[config.mk]
export PLATFORM = sky130hd
export DESIGN_NAME = st7789_seq
export DESIGN_NICKNAME = d
export VERILOG_FILES = /design/src/rtl/st7789_seq_pkg.sv /design/src/rtl/st7789_init_rom.sv /design/src/rtl/st7789_seq.sv
export SDC_FILE = /design/constraint.sdc
export NUM_CORES = 1
export LEC_CHECK = 0
export BUFFER_PORTS_ARGS = -buffer_cell sky130_fd_sc_hd__buf_4
export CELL_PAD_IN_SITES_DETAIL_PLACEMENT = 0
export CELL_PAD_IN_SITES_GLOBAL_PLACEMENT = 2
export CORE_UTILIZATION = 38
export CTS_CLUSTER_DIAMETER = 40
export DETAILED_ROUTE_END_ITERATION = 16
export HOLD_SLACK_MARGIN = 0.03
export PLACE_DENSITY_LB_ADDON = 0.1
export SETUP_SLACK_MARGIN = 0.5
export SYNTH_ARGS = -nofsm -noshare
export SYNTH_HDL_FRONTEND = slang
export SYNTH_SLANG_ARGS = --single-unit
[constraint.sdc]
create_clock -name clk -period 3.56 [get_ports clk]
set_clock_uncertainty 0.15 [all_clocks]
set_input_delay 0.712 -clock clk [delete_from_list [all_inputs] [get_ports clk]]
set_output_delay 0.712 -clock clk [all_outputs]
set_load 0.03 [all_outputs]
[src/rtl/st7789_seq_pkg.sv]
// Shared definitions for the ST7789 init/frame sequencer: opcodes, ROM entry
// format, FSM state encoding and the fixed 240x240 address-window byte list.
package st7789_seq_pkg;

  localparam logic [7:0] OP_SWRESET = 8'h01;
  localparam logic [7:0] OP_SLPOUT  = 8'h11;
  localparam logic [7:0] OP_COLMOD  = 8'h3A;
  localparam logic [7:0] OP_MADCTL  = 8'h36;
  localparam logic [7:0] OP_INVON   = 8'h21;
  localparam logic [7:0] OP_NORON   = 8'h13;
  localparam logic [7:0] OP_DISPON  = 8'h29;
  localparam logic [7:0] OP_CASET   = 8'h2A;
  localparam logic [7:0] OP_RASET   = 8'h2B;
  localparam logic [7:0] OP_RAMWR   = 8'h2C;

  localparam logic [7:0] RST_LO_MS   = 8'd10;
  localparam logic [7:0] RST_WAIT_MS = 8'd120;
  localparam logic [3:0] WIN_LAST    = 4'd10;

  typedef enum logic [1:0] {
    KIND_CMD,
    KIND_DATA,
    KIND_DELAY,
    KIND_END
  } kind_t;

  typedef struct packed {
    kind_t      kind;
    logic [7:0] value;
  } rom_entry_t;

  typedef enum logic [3:0] {
    RST_LO,
    RST_WAIT,
    ROM_FETCH,
    ROM_SEND,
    DELAY,
    IDLE,
    WIN_SEND,
    PIX_FETCH,
    PIX_HI,
    PIX_LO,
    DONE
  } state_t;

  // Returns {dc, byte} for window byte idx: CASET 0..239, RASET 0..239, RAMWR.
  function automatic logic [8:0] win_entry(input logic [3:0] idx);
    logic [8:0] w;
    case (idx)
      4'd0:                w = {1'b0, OP_CASET};
      4'd1, 4'd2, 4'd3:    w = {1'b1, 8'h00};
      4'd4:                w = {1'b1, 8'hEF};
      4'd5:                w = {1'b0, OP_RASET};
      4'd6, 4'd7, 4'd8:    w = {1'b1, 8'h00};
      4'd9:                w = {1'b1, 8'hEF};
      default:             w = {1'b0, OP_RAMWR};
    endcase
    return w;
  endfunction

endpackage

[src/rtl/st7789_init_rom.sv]
// Combinational panel init table: one {kind, value} entry per index.
module st7789_init_rom
  import st7789_seq_pkg::*;
(
  input  logic [3:0]  idx,
  output rom_entry_t  entry
);

  always_comb begin
    entry = '{kind: KIND_END, value: 8'h00};
    case (idx)
      4'd0:  entry = '{kind: KIND_CMD,   value: OP_SWRESET};
      4'd1:  entry = '{kind: KIND_DELAY, value: 8'd150};
      4'd2:  entry = '{kind: KIND_CMD,   value: OP_SLPOUT};
      4'd3:  entry = '{kind: KIND_DELAY, value: 8'd120};
      4'd4:  entry = '{kind: KIND_CMD,   value: OP_COLMOD};
      4'd5:  entry = '{kind: KIND_DATA,  value: 8'h55};
      4'd6:  entry = '{kind: KIND_CMD,   value: OP_MADCTL};
      4'd7:  entry = '{kind: KIND_DATA,  value: 8'h00};
      4'd8:  entry = '{kind: KIND_CMD,   value: OP_INVON};
      4'd9:  entry = '{kind: KIND_CMD,   value: OP_NORON};
      4'd10: entry = '{kind: KIND_CMD,   value: OP_DISPON};
      4'd11: entry = '{kind: KIND_DELAY, value: 8'd10};
      default: entry = '{kind: KIND_END, value: 8'h00};
    endcase
  end

endmodule

[src/rtl/st7789_seq.sv]
// ST7789 sequencer: hardware reset, ROM-driven init, then 240x240 RGB565 frame
// writes onto a byte stream (valid/ready handshake towards the SPI shifter).
module st7789_seq
  import st7789_seq_pkg::*;
#(
  parameter int CLK_HZ   = 27000000,
  parameter int MS_TICKS = CLK_HZ / 1000,
  parameter int NPIX     = 57600
) (
  input  logic        clk,
  input  logic        rst,
  output logic        lcd_rst,
  output logic [7:0]  tx_byte,
  output logic        tx_dc,
  output logic        tx_valid,
  input  logic        tx_ready,
  input  logic        frame_start,
  input  logic [15:0] pix_data,
  input  logic        pix_valid,
  output logic        pix_ready,
  output logic        init_done,
  output logic        busy,
  output logic        frame_done,
  output state_t      state
);

  // Handshake: a byte moves when tx_valid && tx_ready; while tx_valid=1 the
  // byte and dc are held until that happens, and tx_valid never drops early.
  localparam int TW = (MS_TICKS > 1) ? $clog2(MS_TICKS) : 1;
  localparam int PW = (NPIX > 1) ? $clog2(NPIX) : 1;
  localparam logic [TW-1:0] TICK_LAST = TW'(MS_TICKS - 1);
  localparam logic [PW-1:0] PIX_LAST  = PW'(NPIX - 1);

  logic [TW-1:0] tick_cnt;
  logic [7:0]    ms_cnt;
  logic [7:0]    ms_target;
  logic [3:0]    rom_idx;
  logic [3:0]    win_idx;
  logic [PW-1:0] pix_cnt;
  logic [15:0]   pix_lat;
  rom_entry_t    rom_entry;
  logic          tmr_done;
  logic          tx_fire;

  st7789_init_rom u_rom (
    .idx   (rom_idx),
    .entry (rom_entry)
  );

  assign tmr_done  = (tick_cnt == TICK_LAST) && (ms_cnt == ms_target - 8'd1);
  assign tx_fire   = tx_valid && tx_ready;
  assign pix_ready = (state == PIX_FETCH) && pix_valid;

  always_ff @(posedge clk or posedge rst) begin
    if (rst) begin
      state      <= RST_LO;
      lcd_rst    <= 1'b0;
      tx_valid   <= 1'b0;
      tx_byte    <= 8'h00;
      tx_dc      <= 1'b0;
      init_done  <= 1'b0;
      busy       <= 1'b0;
      frame_done <= 1'b0;
      tick_cnt   <= '0;
      ms_cnt     <= '0;
      ms_target  <= RST_LO_MS;
      rom_idx    <= '0;
      win_idx    <= '0;
      pix_cnt    <= '0;
      pix_lat    <= '0;
    end else begin
      frame_done <= 1'b0;
      case (state)
        RST_LO, RST_WAIT, DELAY: begin
          // Shared ms timer: ms_target milliseconds of MS_TICKS clocks each.
          if (tmr_done) begin
            tick_cnt <= '0;
            ms_cnt   <= '0;
            if (state == RST_LO) begin
              lcd_rst   <= 1'b1;
              ms_target <= RST_WAIT_MS;
              state     <= RST_WAIT;
            end else if (state == RST_WAIT) begin
              rom_idx <= '0;
              state   <= ROM_FETCH;
            end else begin
              rom_idx <= rom_idx + 4'd1;
              state   <= ROM_FETCH;
            end
          end else if (tick_cnt == TICK_LAST) begin
            tick_cnt <= '0;
            ms_cnt   <= ms_cnt + 8'd1;
          end else begin
            tick_cnt <= tick_cnt + TW'(1);
          end
        end
        ROM_FETCH: begin
          case (rom_entry.kind)
            KIND_CMD, KIND_DATA: begin
              tx_byte  <= rom_entry.value;
              tx_dc    <= (rom_entry.kind == KIND_DATA);
              tx_valid <= 1'b1;
              state    <= ROM_SEND;
            end
            KIND_DELAY: begin
              ms_target <= rom_entry.value;
              state     <= DELAY;
            end
            default: begin
              init_done <= 1'b1;
              state     <= IDLE;
            end
          endcase
        end
        ROM_SEND: begin
          if (tx_fire) begin
            tx_valid <= 1'b0;
            rom_idx  <= rom_idx + 4'd1;
            state    <= ROM_FETCH;
          end
        end
        IDLE: begin
          if (frame_start) begin
            busy              <= 1'b1;
            win_idx           <= 4'd0;
            {tx_dc, tx_byte}  <= win_entry(4'd0);
            tx_valid          <= 1'b1;
            state             <= WIN_SEND;
          end
        end
        WIN_SEND: begin
          if (tx_fire) begin
            if (win_idx == WIN_LAST) begin
              tx_valid <= 1'b0;
              pix_cnt  <= '0;
              state    <= PIX_FETCH;
            end else begin
              win_idx          <= win_idx + 4'd1;
              {tx_dc, tx_byte} <= win_entry(win_idx + 4'd1);
            end
          end
        end
        PIX_FETCH: begin
          if (pix_valid) begin
            pix_lat  <= pix_data;
            tx_byte  <= pix_data[15:8];
            tx_dc    <= 1'b1;
            tx_valid <= 1'b1;
            state    <= PIX_HI;
          end
        end
        PIX_HI: begin
          if (tx_fire) begin
            tx_byte <= pix_lat[7:0];
            state   <= PIX_LO;
          end
        end
        PIX_LO: begin
          if (tx_fire) begin
            tx_valid <= 1'b0;
            if (pix_cnt == PIX_LAST) begin
              pix_cnt    <= '0;
              frame_done <= 1'b1;
              busy       <= 1'b0;
              state      <= DONE;
            end else begin
              pix_cnt <= pix_cnt + PW'(1);
              state   <= PIX_FETCH;
            end
          end
        end
        DONE: begin
          state <= IDLE;
        end
        default: begin
          state <= RST_LO;
        end
      endcase
    end
  end

endmodule

==> results.cfg <==
[layout]
area_growth_syn_to_layout_pct = 18.2
drive_gt1_frac = 0.172
final_cell_mix = dfrtp_1 (76), nand2_1 (66), buf_4 (58), o21ai_0 (50), nor2_1 (38)
final_common_cell = dfrtp_1
fin_util = 0.460
final_nets = 631
diodes = 0

[cts]
cts.sinks = 81
htree_num_levels = 3
cts_inserted_buffers = 9
cts_tree = yes
clock_latency_ns = 0.34
cts-root-buf = clkbuf_16
path_clk_slew_ns = 0.06
ctsLongestPathBuffers = 2

[synth]
async_reset_ff_frac = 1.00
yosys_most_used_dff = dfrtp_1
ys_ff_latch = 81
syn_area_per_cell_um2 = 8.91
syn_inst = 551
syn_area_um2 = 4910
synth_seq_area_share = 0.413
synth.distinct_cells = 63
yosys_warnings = 0
synth-edff-count = 0
synth_fp_nets = 587

[drt]
wl_um = 12300
drc = 0
wl_met1_um = 6030
dr_wl_met3_um = 353
drtIter0Drc = 213
first_pass_iters = 5
antenna_left = 0
wl_per_cell_um = 16.0
vias = 4149
wl_met2_um = 5710
routed.top_layer = met4
vias_per_cell = 5.37

[timing]
fin_tns_setup_ns = 0
hold_viol = 0
postLayoutSetupSlackWorst_ns = 0.674
fin_crit_sh = 0.811
fmax_mhz = 346
finalSetupViolCount = 0
maxSlewHeadroom = 0.439
worstMarginPinSlew_ns = 0.841
drv_slew = 0
rsz0062_at_grt = no
final.min_clock_period_ns = 2.89

[floorplan]
die_h_um = 116
die-area_um2 = 13400
io_pins = 40
initial_utilization = 0.389
die_w_um = 116
core_area_um2 = 12600
row_count = 41

[setup_path]
crit_required_ns = 2.70
path_delay_family = buffers and inverters
crit_path_start_kind = flip-flop
slowest_delay_ns = 0.47
critPathKind = reg2out
worst_setup_path_end_kind = output pin
cp.buffers_inverters = 4
critPathMaxFanout = 9
critical_path.slowest_cell = dfrtp_2
cp_data_arrival_time_ns = 2.02
cp_common_cell = buf_4
worstPathCellList = clkinv_2 -> nor3_1 -> buf_4 -> nand2_1 -> inv_1 -> buf_4

[power_and_ir_drop]
total_power_w = 0.00204
leakage_nw = 2.62
power.density_nw_per_um2 = 351
ir_drop_uv = 257

[worst_hold_path]
min_path_type = reg2reg

[placement]
dp_slack_ns = 0.623
gp_congestion = 0.795
hpwl_um = 9100
portBuffers = 39

[global_route]
grt_pass1_vias = 4054
antenna_found_initial = 0
track_usage = 0.201
grt_start_max_net_pins = 47
grt_pass1_wl_um = 20800
grt-ovfl-total = 0

[run_status]
status = finished clean

[flow_run]
maxCapViolations = 0
[worst reg2reg max path: cells and delay by family (launching register included)]
family | cells | cell delay [ns]
AOI/OAI and AO/OA | 3 | 0.89
buffers and inverters | 1 | 0.23
and+or+nand+nor | 3 | 1.07
DFF | 1 | 0.42
[power breakdown]
group | internal (W) | switching (W)
Clock | 0.000703 | 0.000373
Sequential | 0.000921 | 0
Combinational | 0.0000157 | 0.0000228
[per-layer routing]
layer  global-route usage  vias up
met3               0.0314       17
met4               0.0786        0
met2                0.310       63
li1                     -     2078
met5                    0        -
met1                0.282     1991
[cell usage after synthesis, drive strengths merged, types with 9 or more instances]
cell | number | area, um2
nand3 | 23 | 115
nand2 | 66 | 248
clkbuf | 16 | 60.1
nor2b | 11 | 68.8
ha | 15 | 188
a21oi | 33 | 165
mux2i | 9 | 90.1
nand4 | 11 | 68.8
o21ai | 50 | 250
buf | 9 | 51.3
inv | 23 | 86.3
xor2 | 12 | 105
nor3 | 17 | 90.1
nor2 | 39 | 149
xnor2 | 16 | 140
dfrtp | 79 | 1980
mux2 | 11 | 128
o31ai | 10 | 75.1
[through the flow]
| stage | area, um2 | hold WS [ns] | std cells |
|---|---|---|---|
| finish | 5810 | 0.329 | 772 |
| global route | 5810 | 0.362 | 772 |
| CTS | 5780 | 0.334 | 769 |
| detailed placement | 5430 | 0.323 | 753 |
| global placement | 5430 | 0.316 | 753 |
| floorplan | 4910 | 0.286 | 551 |
[flip-flops by register name, summed over array words and instances, names as in the netlist, 4 cells and up]
| signal | flops |
|---|---|
| tx_byte | 8 |
| pix_lat | 8 |
| rom_idx | 4 |
| ms_cnt | 8 |
| pix_cnt | 16 |
| ms_target | 8 |
| win_idx | 4 |
| state | 4 |
| tick_cnt | 15 |
[cell families after synthesis]
kind of cell	synth area share
flip-flops	0.413
AND/OR/NAND/NOR	0.209
AO/OA/AOI/OAI	0.198
multiplexers	0.0443
buffers and inverters	0.0418
adder cells (fa/ha/maj)	0.0382
XOR/XNOR	0.0548
[timing repair]
item,in CTS,in global routing
setup buffers,0,3
resized for setup,2,3
endpoints found under the setup margin,1,13
hold buffers,0,0
[layout make-up]
| type | count | area [um2] |
|---|---|---|
| fill | 1278 | 6810 |
| multi-input combinational | 420 | 2680 |
| sequential | 81 | 2030 |
| timing repair buffer | 58 | 435 |
| clock buffer | 11 | 243 |
| tap | 172 | 215 |
| clock inverter | 5 | 103 |
| inverter | 25 | 96.3 |
[worst paths after layout]
check                                          from                        to  slack (ns)  cells past startpoint
min reg2reg                  tx_byte[1]$_DFFE_PP0P_    tx_byte[1]$_DFFE_PP0P_        0.33                      2
max in group asynchronous                       rst     ms_cnt[1]$_DFFE_PP0P_        2.13                      3
max reg2reg                ms_target[0]$_DFFE_PP0P_  ms_target[2]$_DFFE_PP0P_        0.70                      7
min                          tx_byte[1]$_DFFE_PP0P_    tx_byte[1]$_DFFE_PP0P_        0.33                      2
min in group asynchronous                       rst    pix_cnt[6]$_DFFE_PP0P_        0.36                      2
max                            state[0]$_DFFE_PP0P_                 pix_ready        0.67                      6
(Power assumes the default switching activity.)
